==> config.mk <==
export PLATFORM = sky130hd
export DESIGN_NAME = moka_rv32i_sc_trace_fifo_flat
export DESIGN_NICKNAME = d
export VERILOG_FILES = /design/src/rtl/moka_rv32i_sc_trace_fifo_if.sv /design/src/rtl/moka_rv32i_sc_trace_fifo.sv /design/src/flat_wrapper.sv
export SDC_FILE = /design/constraint.sdc
export NUM_CORES = 1
export LEC_CHECK = 0
export CELL_PAD_IN_SITES_DETAIL_PLACEMENT = 0
export CELL_PAD_IN_SITES_GLOBAL_PLACEMENT = 2
export CORE_MARGIN = 10
export CORE_UTILIZATION = 39
export DETAILED_ROUTE_END_ITERATION = 12
export GPL_ROUTABILITY_DRIVEN = 0
export PLACE_DENSITY_LB_ADDON = 0.05
export RECOVER_POWER = 25
export SLEW_MARGIN = 0
export SYNTH_ARGS = -nofsm -noshare
export SYNTH_HDL_FRONTEND = slang
export SYNTH_SLANG_ARGS = --single-unit
==> constraint.sdc <==
create_clock -name clk -period 8.4 [get_ports clk]
set_input_delay 0.84 -clock clk [delete_from_list [all_inputs] [get_ports clk]]
set_output_delay 0.84 -clock clk [all_outputs]
set_load 0.005 [all_outputs]
==> src/rtl/moka_rv32i_sc_trace_fifo_if.sv <==
`default_nettype none
// ============================================================================
// Module   : moka_rv32i_sc_trace_fifo_if
// Brief    : Retire-side and trace-side bus of the RV32I single-cycle trace FIFO.
// Revision : 1.0 - initial release
// ============================================================================
interface moka_rv32i_sc_trace_fifo_if #(
    parameter int DATA_WIDTH = 32
);
    logic                  retire_valid;
    logic [DATA_WIDTH-1:0] pc;
    logic [DATA_WIDTH-1:0] instruction;
    logic [4:0]            rd;
    logic [DATA_WIDTH-1:0] WD3;
    logic                  RegWrite;
    logic                  MemWrite;
    logic [DATA_WIDTH-1:0] ALUResult;
    logic [DATA_WIDTH-1:0] RD2;

    logic                  trace_valid;
    logic                  trace_ready;
    logic [DATA_WIDTH-1:0] tr_pc;
    logic [DATA_WIDTH-1:0] tr_instr;
    logic [4:0]            tr_rd;
    logic [DATA_WIDTH-1:0] tr_wd;
    logic                  tr_regwrite;
    logic                  tr_memwrite;
    logic [DATA_WIDTH-1:0] tr_maddr;
    logic [DATA_WIDTH-1:0] tr_mdata;

    // Core plus trace consumer side.
    modport master (
        output retire_valid, pc, instruction, rd, WD3, RegWrite, MemWrite, ALUResult, RD2,
        output trace_ready,
        input  trace_valid, tr_pc, tr_instr, tr_rd, tr_wd, tr_regwrite, tr_memwrite,
        input  tr_maddr, tr_mdata
    );

    // FIFO side.
    modport slave (
        input  retire_valid, pc, instruction, rd, WD3, RegWrite, MemWrite, ALUResult, RD2,
        input  trace_ready,
        output trace_valid, tr_pc, tr_instr, tr_rd, tr_wd, tr_regwrite, tr_memwrite,
        output tr_maddr, tr_mdata
    );
endinterface
`default_nettype wire

==> src/rtl/moka_rv32i_sc_trace_fifo.sv <==
`default_nettype none
// ============================================================================
// Module   : moka_rv32i_sc_trace_fifo
// Brief    : Retirement trace FIFO with drop counting; store fields are kept
//            only when MOKA_TRACE_MEM_EN is defined.
// Revision : 1.0 - initial release
// ============================================================================
module moka_rv32i_sc_trace_fifo #(
    parameter int DATA_WIDTH = 32,
    parameter int DEPTH      = 8
) (
    input  logic                    clk,
    input  logic                    rst_n,
    input  logic                    clr,
    moka_rv32i_sc_trace_fifo_if.slave bus,
    output logic [$clog2(DEPTH):0]  level,
    output logic [31:0]             retired_cnt,
    output logic [15:0]             drop_cnt,
    output logic                    overflow
);
    localparam int              c_AW   = $clog2(DEPTH);
    localparam logic [c_AW:0]   c_FULL = DEPTH[c_AW:0];

    logic [c_AW-1:0]       r_wptr;
    logic [c_AW-1:0]       r_rptr;
    logic [c_AW:0]         r_level;
    logic [31:0]           r_retired_cnt;
    logic [15:0]           r_drop_cnt;
    logic                  r_overflow;

    logic [DATA_WIDTH-1:0] r_pc_mem    [DEPTH];
    logic [DATA_WIDTH-1:0] r_instr_mem [DEPTH];
    logic [DATA_WIDTH-1:0] r_wd_mem    [DEPTH];
    logic [4:0]            r_rd_mem    [DEPTH];
    logic                  r_rw_mem    [DEPTH];
    logic                  r_mw_mem    [DEPTH];

    logic                  w_nonempty;
    logic                  w_full;
    logic                  w_pop;
    logic                  w_push;
    logic                  w_drop;
    logic                  w_wr;
    logic                  w_rw;
    logic [DATA_WIDTH-1:0] w_maddr;
    logic [DATA_WIDTH-1:0] w_mdata;

    assign w_nonempty = (r_level != '0);
    assign w_full     = (r_level == c_FULL);
    assign w_pop      = w_nonempty & bus.trace_ready;
    assign w_push     = bus.retire_valid & (~w_full | w_pop);
    assign w_drop     = bus.retire_valid & w_full & ~w_pop;
    assign w_wr       = w_push & ~clr;
    assign w_rw       = bus.RegWrite & (bus.rd != 5'd0);

    always_ff @(posedge clk or negedge rst_n) begin
        if (!rst_n) begin
            r_wptr        <= '0;
            r_rptr        <= '0;
            r_level       <= '0;
            r_retired_cnt <= '0;
            r_drop_cnt    <= '0;
            r_overflow    <= 1'b0;
        end else if (clr) begin
            r_wptr        <= '0;
            r_rptr        <= '0;
            r_level       <= '0;
            r_retired_cnt <= '0;
            r_drop_cnt    <= '0;
            r_overflow    <= 1'b0;
        end else begin
            // Pointers are exactly c_AW bits wide, so they wrap at DEPTH.
            if (w_push) r_wptr <= r_wptr + 1'b1;
            if (w_pop)  r_rptr <= r_rptr + 1'b1;
            case ({w_push, w_pop})
                2'b10:   r_level <= r_level + 1'b1;
                2'b01:   r_level <= r_level - 1'b1;
                default: r_level <= r_level;
            endcase
            if (bus.retire_valid) r_retired_cnt <= r_retired_cnt + 32'd1;
            if (w_drop) begin
                if (r_drop_cnt != 16'hFFFF) r_drop_cnt <= r_drop_cnt + 16'd1;
                r_overflow <= 1'b1;
            end
        end
    end

    // Record storage carries no reset; validity is tracked by r_level alone.
    always_ff @(posedge clk) begin
        if (w_wr) begin
            r_pc_mem[r_wptr]    <= bus.pc;
            r_instr_mem[r_wptr] <= bus.instruction;
            r_rd_mem[r_wptr]    <= bus.rd;
            r_rw_mem[r_wptr]    <= w_rw;
            r_wd_mem[r_wptr]    <= w_rw ? bus.WD3 : '0;
            r_mw_mem[r_wptr]    <= bus.MemWrite;
        end
    end

`ifdef MOKA_TRACE_MEM_EN
    logic [DATA_WIDTH-1:0] r_maddr_mem [DEPTH];
    logic [DATA_WIDTH-1:0] r_mdata_mem [DEPTH];

    always_ff @(posedge clk) begin
        if (w_wr) begin
            r_maddr_mem[r_wptr] <= bus.MemWrite ? bus.ALUResult : '0;
            r_mdata_mem[r_wptr] <= bus.MemWrite ? bus.RD2 : '0;
        end
    end

    assign w_maddr = r_maddr_mem[r_rptr];
    assign w_mdata = r_mdata_mem[r_rptr];
`else
    logic w_unused_mem;
    assign w_unused_mem = ^{bus.ALUResult, bus.RD2};
    assign w_maddr      = '0;
    assign w_mdata      = '0;
`endif

    // Head record is forced to zero whenever the FIFO is empty.
    assign bus.trace_valid = w_nonempty;
    assign bus.tr_pc       = w_nonempty ? r_pc_mem[r_rptr]    : '0;
    assign bus.tr_instr    = w_nonempty ? r_instr_mem[r_rptr] : '0;
    assign bus.tr_rd       = w_nonempty ? r_rd_mem[r_rptr]    : 5'd0;
    assign bus.tr_wd       = w_nonempty ? r_wd_mem[r_rptr]    : '0;
    assign bus.tr_regwrite = w_nonempty & r_rw_mem[r_rptr];
    assign bus.tr_memwrite = w_nonempty & r_mw_mem[r_rptr];
    assign bus.tr_maddr    = w_nonempty ? w_maddr : '0;
    assign bus.tr_mdata    = w_nonempty ? w_mdata : '0;

    assign level       = r_level;
    assign retired_cnt = r_retired_cnt;
    assign drop_cnt    = r_drop_cnt;
    assign overflow    = r_overflow;
endmodule
`default_nettype wire

==> src/flat_wrapper.sv <==
// flat-port wrapper written by rule: the top's interface ports become plain ports
module moka_rv32i_sc_trace_fifo_flat 
#(
    parameter int DATA_WIDTH = 32,
    parameter int DEPTH      = 8
)
  (clk, rst_n, clr, level, retired_cnt, drop_cnt, overflow, bus_retire_valid, bus_pc, bus_instruction, bus_rd, bus_WD3, bus_RegWrite, bus_MemWrite, bus_ALUResult, bus_RD2, bus_trace_ready, bus_trace_valid, bus_tr_pc, bus_tr_instr, bus_tr_rd, bus_tr_wd, bus_tr_regwrite, bus_tr_memwrite, bus_tr_maddr, bus_tr_mdata);
  moka_rv32i_sc_trace_fifo_if #(.DATA_WIDTH(DATA_WIDTH)) bus_i ();
  input  logic clk;
  input  logic rst_n;
  input  logic clr;
  output logic [$clog2(DEPTH):0] level;
  output logic [31:0] retired_cnt;
  output logic [15:0] drop_cnt;
  output logic overflow;
  input wire logic [$bits(bus_i.retire_valid)-1:0] bus_retire_valid;
  input wire logic [$bits(bus_i.pc)-1:0] bus_pc;
  input wire logic [$bits(bus_i.instruction)-1:0] bus_instruction;
  input wire logic [$bits(bus_i.rd)-1:0] bus_rd;
  input wire logic [$bits(bus_i.WD3)-1:0] bus_WD3;
  input wire logic [$bits(bus_i.RegWrite)-1:0] bus_RegWrite;
  input wire logic [$bits(bus_i.MemWrite)-1:0] bus_MemWrite;
  input wire logic [$bits(bus_i.ALUResult)-1:0] bus_ALUResult;
  input wire logic [$bits(bus_i.RD2)-1:0] bus_RD2;
  input wire logic [$bits(bus_i.trace_ready)-1:0] bus_trace_ready;
  output wire logic [$bits(bus_i.trace_valid)-1:0] bus_trace_valid;
  output wire logic [$bits(bus_i.tr_pc)-1:0] bus_tr_pc;
  output wire logic [$bits(bus_i.tr_instr)-1:0] bus_tr_instr;
  output wire logic [$bits(bus_i.tr_rd)-1:0] bus_tr_rd;
  output wire logic [$bits(bus_i.tr_wd)-1:0] bus_tr_wd;
  output wire logic [$bits(bus_i.tr_regwrite)-1:0] bus_tr_regwrite;
  output wire logic [$bits(bus_i.tr_memwrite)-1:0] bus_tr_memwrite;
  output wire logic [$bits(bus_i.tr_maddr)-1:0] bus_tr_maddr;
  output wire logic [$bits(bus_i.tr_mdata)-1:0] bus_tr_mdata;
  assign bus_i.retire_valid = bus_retire_valid;
  assign bus_i.pc = bus_pc;
  assign bus_i.instruction = bus_instruction;
  assign bus_i.rd = bus_rd;
  assign bus_i.WD3 = bus_WD3;
  assign bus_i.RegWrite = bus_RegWrite;
  assign bus_i.MemWrite = bus_MemWrite;
  assign bus_i.ALUResult = bus_ALUResult;
  assign bus_i.RD2 = bus_RD2;
  assign bus_i.trace_ready = bus_trace_ready;
  assign bus_trace_valid = bus_i.trace_valid;
  assign bus_tr_pc = bus_i.tr_pc;
  assign bus_tr_instr = bus_i.tr_instr;
  assign bus_tr_rd = bus_i.tr_rd;
  assign bus_tr_wd = bus_i.tr_wd;
  assign bus_tr_regwrite = bus_i.tr_regwrite;
  assign bus_tr_memwrite = bus_i.tr_memwrite;
  assign bus_tr_maddr = bus_i.tr_maddr;
  assign bus_tr_mdata = bus_i.tr_mdata;
  moka_rv32i_sc_trace_fifo #(.DATA_WIDTH(DATA_WIDTH), .DEPTH(DEPTH)) u_core (.clk(clk), .rst_n(rst_n), .clr(clr), .bus(bus_i), .level(level), .retired_cnt(retired_cnt), .drop_cnt(drop_cnt), .overflow(overflow));
endmodule
* Word level (Yosys, flattened, before mapping) *
Memories as Yosys holds them, arrays and structs flattened.
Cells that the tools add are included.
Widths: inputs -> output; s select.

word-level totals
  logic and storage cells = 63
  output and inout port bits = 221
  memories kept = 6
  flip-flop bits (word level) = 59
  bits in writable memories = 824
  input port bits = 172

memories
  name                depth  width  read ports  clocked after Yosys merged registers in  write ports  line                            RTL
  u_core.r_instr_mem  8      32     1           0                                        1            moka_rv32i_sc_trace_fifo.sv:32  logic [DATA_WIDTH-1:0] r_instr_mem [DEPTH];
  u_core.r_pc_mem     8      32     1           0                                        1            moka_rv32i_sc_trace_fifo.sv:31  logic [DATA_WIDTH-1:0] r_pc_mem [DEPTH];
  u_core.r_wd_mem     8      32     1           0                                        1            moka_rv32i_sc_trace_fifo.sv:33  logic [DATA_WIDTH-1:0] r_wd_mem [DEPTH];
  u_core.r_rd_mem     8      5      1           0                                        1            moka_rv32i_sc_trace_fifo.sv:34  logic [4:0] r_rd_mem [DEPTH];
  u_core.r_mw_mem     8      1      1           0                                        1            moka_rv32i_sc_trace_fifo.sv:36  logic r_mw_mem [DEPTH];
  u_core.r_rw_mem     8      1      1           0                                        1            moka_rv32i_sc_trace_fifo.sv:35  logic r_rw_mem [DEPTH];

cells by class
  bitwise gates (word level) = 12
  add/subtract/negate cells = 6
  reduce and logical (&&, ||, !) cells = 9
  eq/ne operators = 4
  muxes and demuxes = 20

operator list
  operator               number
  $mux 32                6
  $mux 16                3
  $add 32x1->32 const B  1
  $add 16x1->16 const B  1
  $ne 16x16->1 const B   1
  $mux 3                 4
  $reduce_bool 2->1      5
  $and 1x1->1            8
  $pmux 4 s2             1
  $add 3x1->3 const B    2
  $mux 5                 1
  $reduce_bool 5->1      1
  $add 4x1->4 const B    1
  $eq 4x4->1 const B     1
  $mux 1                 4
  $mux 4                 1
  $reduce_bool 4->1      1
  $sub 4x1->4 const B    1
  $not 1->1              3
  $reduce_bool 3->1      1
  $eq 2x1->1 const B     1
  $eq 2x2->1 const B     1
  $reduce_and 2->1       1
  $or 1x1->1             1

* Depth between registers and ports, before layout *
  depth after elaboration = 7
  depth in mapped cells = 8
  depth with buffers taken out = 7

* Worst setup path after synthesis *
No wires, ideal clock.

  path kind = input to register
  from = in bus_trace_ready
  to = mem u_core.r_instr_mem[0][0] (enable)
  path slack = -0.921 ns
  path buffers = 1
  data required time = 7.709 ns
  library setup time = 0.691 ns
  cell stages on the path = 5
  arrival time = 8.630 ns
  path through = clkbuf_2 nand2b_1 o21ai_0 or3_1 nor3_1

between the ends
  longest elaborated chain between the ends = 6

ends and longest elaborated chain
  item                          line                            RTL
  start: declaration            flat_wrapper.sv:25              input wire logic [$bits(bus_i.trace_ready)-1:0] bus_trace_ready;
  $and 1x1->1                   moka_rv32i_sc_trace_fifo.sv:50  assign w_pop = w_nonempty & bus.trace_ready;
  $or 1x1->1                    moka_rv32i_sc_trace_fifo.sv:51  assign w_push = bus.retire_valid & (~w_full | w_pop);
  $and 1x1->1                   moka_rv32i_sc_trace_fifo.sv:51
  $and 1x1->1                   moka_rv32i_sc_trace_fifo.sv:53  assign w_wr = w_push & ~clr;
  $mux 1                        moka_rv32i_sc_trace_fifo.sv:90  if (w_wr) begin
  $mux 1 (implied by the code)  moka_rv32i_sc_trace_fifo.sv:92  r_instr_mem[r_wptr] <= bus.instruction;
  end: declaration              moka_rv32i_sc_trace_fifo.sv:32

No other way between the ends.

* Worst setup path in the final report *
  from = reg u_core.r_rptr[0]
  to = out bus_tr_instr[2]

between the ends
  longest elaborated chain between the ends = 2

ends and longest elaborated chain
  item                      line                             RTL
  start: declaration        moka_rv32i_sc_trace_fifo.sv:25   logic [c_AW-1:0] r_rptr;
  start signal: assignment  moka_rv32i_sc_trace_fifo.sv:74   if (w_pop) r_rptr <= r_rptr + 1'b1;
  $mem_v2 8x32              --
  $mux 32                   moka_rv32i_sc_trace_fifo.sv:123  assign bus.tr_instr = w_nonempty ? r_instr_mem[r_rptr] : '0;
  end: declaration          flat_wrapper.sv:28               output wire logic [$bits(bus_i.tr_instr)-1:0] bus_tr_instr;

No other way between the ends.

==> reports/results.ini <==
[final_layout]
design_area_um2 = 41830
fin_nets = 2236
final_common_cell = edfxtp_1
layout-drive-gt1-share_pct = 17.61
final_cell_mix = edfxtp_1 (824), mux4_2 (206), clkdlybuf4s50_1 (202)
area_growth_pct = 18.98

[setup_path]
cp-end-kind = output port
slowest_delay_ps = 910
path_max_fanout = 48
crit_chain = buf_4 -> mux4_2 -> mux2i_1 -> nor2_1 -> clkdlybuf4s50_1
crit_type = flop to output port
critPathBufInv = 2
required_ps = 7560
worstPathArrival_ps = 3920
rr_startpoint = u_core.level[1]
timing.rr.end = u_core.r_instr_mem[4][3]
cp_top_family = buffers and inverters
critPathLaunchType = flop
reg2reg_setup_slack_ps = 4900
critPathSlowestCell = buf_4
worst_r2r_path_depth = 5

[yosys]
yosysSeqAreaShare_pct = 74.59
synth_flop_cell = edfxtp_1
syn_area_per_cell_um2 = 19.92
async_flop_share_pct = 6.682
synth.ff_latch_count = 883
synth_cell_types = 48
yosysWarnings = 0
synthesis.instances = 1765
synth-edff-count = 824
syn-cell-area_um2 = 35150

[pwr]
peakVddDrop_mv = 0.2257
power_per_cell_area_nw_per_um2 = 275.6
p_leak_nw = 13.01

[clock_tree]
postCtsHoldBufs = 0
postCtsResizedCells = 0
clk_pin_slew_ps = 60
cts_setup_buffers = 0
numCtsBuffers = 96
htree_num_levels = 3
tritoncts = done
cts_root_buf = clkbuf_16
cts_buffer_depth = 3
clock_sinks = 883
clock_latency_ps = 650

[global_routing]
use_met1_pct = 20.11
use_met3_pct = 3.369
groute.usage.overall_pct = 15.97
grt_pass1_wl_mm = 123.4
grt_overflow_total = 0
grt_most_used_layer = met2
grt_pass1_vias = 18712
grt_max_degree = 115
met2_usage_pct = 27.95
antenna_found_initial = 22

[run]
max_cap_violations = 1

[timing]
clock.fmax_mhz = 209.9
drv_slew = 60
worst_pin_slew_ps = 3617
final.hold.worst_slack_ps = 502.1
fin_crit_sh_pct = 56.72
slew-limit-headroom_pct = -141.2
setup_viol = 0
period_minus_slack_ps = 4764
setup_tns_ps = 0
rsz0062_at_grt = no
clock_skew_ps = 37.44
final-hold-violation-count = 0

[die]
start_util_pct = 39.17
ios = 393
rows = 110
coreArea_um2 = 89740
die_area_um2 = 102500
die_h_um = 320.2
die_w_um = 320.2

[hold_path]
min_path_cells = 2
hold_path.class = flop to flop
worstHoldStart = u_core.overflow
hold_end = u_core.overflow

[drt]
vias_per_cell = 5.229
drt_pass1_iterations = 5
routedWlPerCell_um = 24.87
routed_wl_mm = 82.35
drt_iter0_markers = 934
vias = 17320
ant_nets = 0
post-route-drc-count = 0

[run_status]
outcome = finished with violations
failed_checks = max-capacitance violations, max-slew violations

[place]
io_buffers = 264
hpwl_mm = 42.75
postPlaceCellArea_um2 = 38970

## final cells by class
class	count	area [um^2]
multi-input combinational	778	8297
clock inverter	48	334.1
fill	7694	47910
tap	1176	1471
inverter	10	37.54
antenna	6	15.01
clock buffer	122	2510
sequential	883	26230
timing repair buffer	289	2929
## where the power goes
group	switching, mW	leakage [nW]	internal [mW]
registers	0.100	8.30	4.91
clock network	1.66	1.40	2.14
logic	1.30	3.32	1.41
total	3.07	13.0	8.46
## through the flow
stage / total power [mW] / util (%) / worst slack (ps) / std cells
global route: 12.12 / 46.60 / 3290 / 3307
finish: 11.53 / 46.61 / 3636 / 3312
floorplan: 6.598 / - / 1846 / 1828
detailed placement: 7.935 / 43.43 / 3945 / 3136
CTS: 11.80 / 46.60 / 3395 / 3306
global placement: 7.932 / 43.43 / 3976 / 3136
## layer usage
metal	wire length, um	part of all wire, %	up-vias
met3	4444	5.4	130
met1	34490	42	9142
met2	41910	51	418
met4	1461	1.8	8
met5	49	0.059	-
li1	-	-	7622
## sequential cells by signal, indices dropped and copies added (netlist names)
name / count
u_core.drop_cnt: 16
u_core.r_mw_mem: 8
u_core.r_wd_mem: 256
u_core.r_rptr: 3
u_core.r_rw_mem: 8
u_core.r_instr_mem: 256
u_core.r_pc_mem: 256
u_core.retired_cnt: 32
u_core.r_rd_mem: 40
u_core.level: 4
u_core.r_wptr: 3
u_core.overflow: 1
## cells in the mapped netlist (13+ instances only)
cell type / n / share of area, %
mux4_2: 206 / 13
o31ai_1: 24 / 0.51
buf_4: 64 / 1.4
edfxtp_1: 824 / 70
nand4_1: 13 / 0.23
or4_1: 28 / 0.60
and2_1: 35 / 0.62
nand2_1: 20 / 0.21
dfrtp_1: 59 / 4.2
mux2i_1: 106 / 3.0
a21oi_1: 33 / 0.47
nand3_1: 15 / 0.21
clkbuf_1: 58 / 0.62
buf_2: 15 / 0.21
nor2_1: 139 / 1.5
## logic make-up (layout without fill, tap and decap cells)
family          count (synthesis)  after routing  synth area share (%)
other cells                     1             70               0.01067
compound gates                 79             79                 1.424
buf+inv                       167            469                 2.694
xor+xnor                       20             20                0.4983
mux                           314            314                 16.28
fa+ha+maj                       6              6                0.2136
flops                         883            883                 74.59
simple gates                  295            295                 4.289
## tightest hold or removal path, cell delays in order (launching register included)
cell	delay [ps]
dfrtp_1	350
nor2_1	50
nor2_1	70
## how the worst max path moves through the flow
stage / startpoint / to / slack (ps) / depth (start not counted)
after floorplan: bus_trace_ready / u_core.r_instr_mem[2][0] / 1850 / 5
final: u_core.r_rptr[0] / bus_tr_instr[2] / 3640 / 5
after CTS: u_core.r_rptr[0] / bus_tr_instr[2] / 3400 / 5
after global routing: u_core.r_rptr[0] / bus_tr_instr[2] / 3290 / 5
after global placement: bus_trace_ready / u_core.r_pc_mem[4][26] / 3980 / 6
after detailed placement: bus_trace_ready / u_core.r_instr_mem[4][25] / 3950 / 6
(Power assumes the default switching activity.)
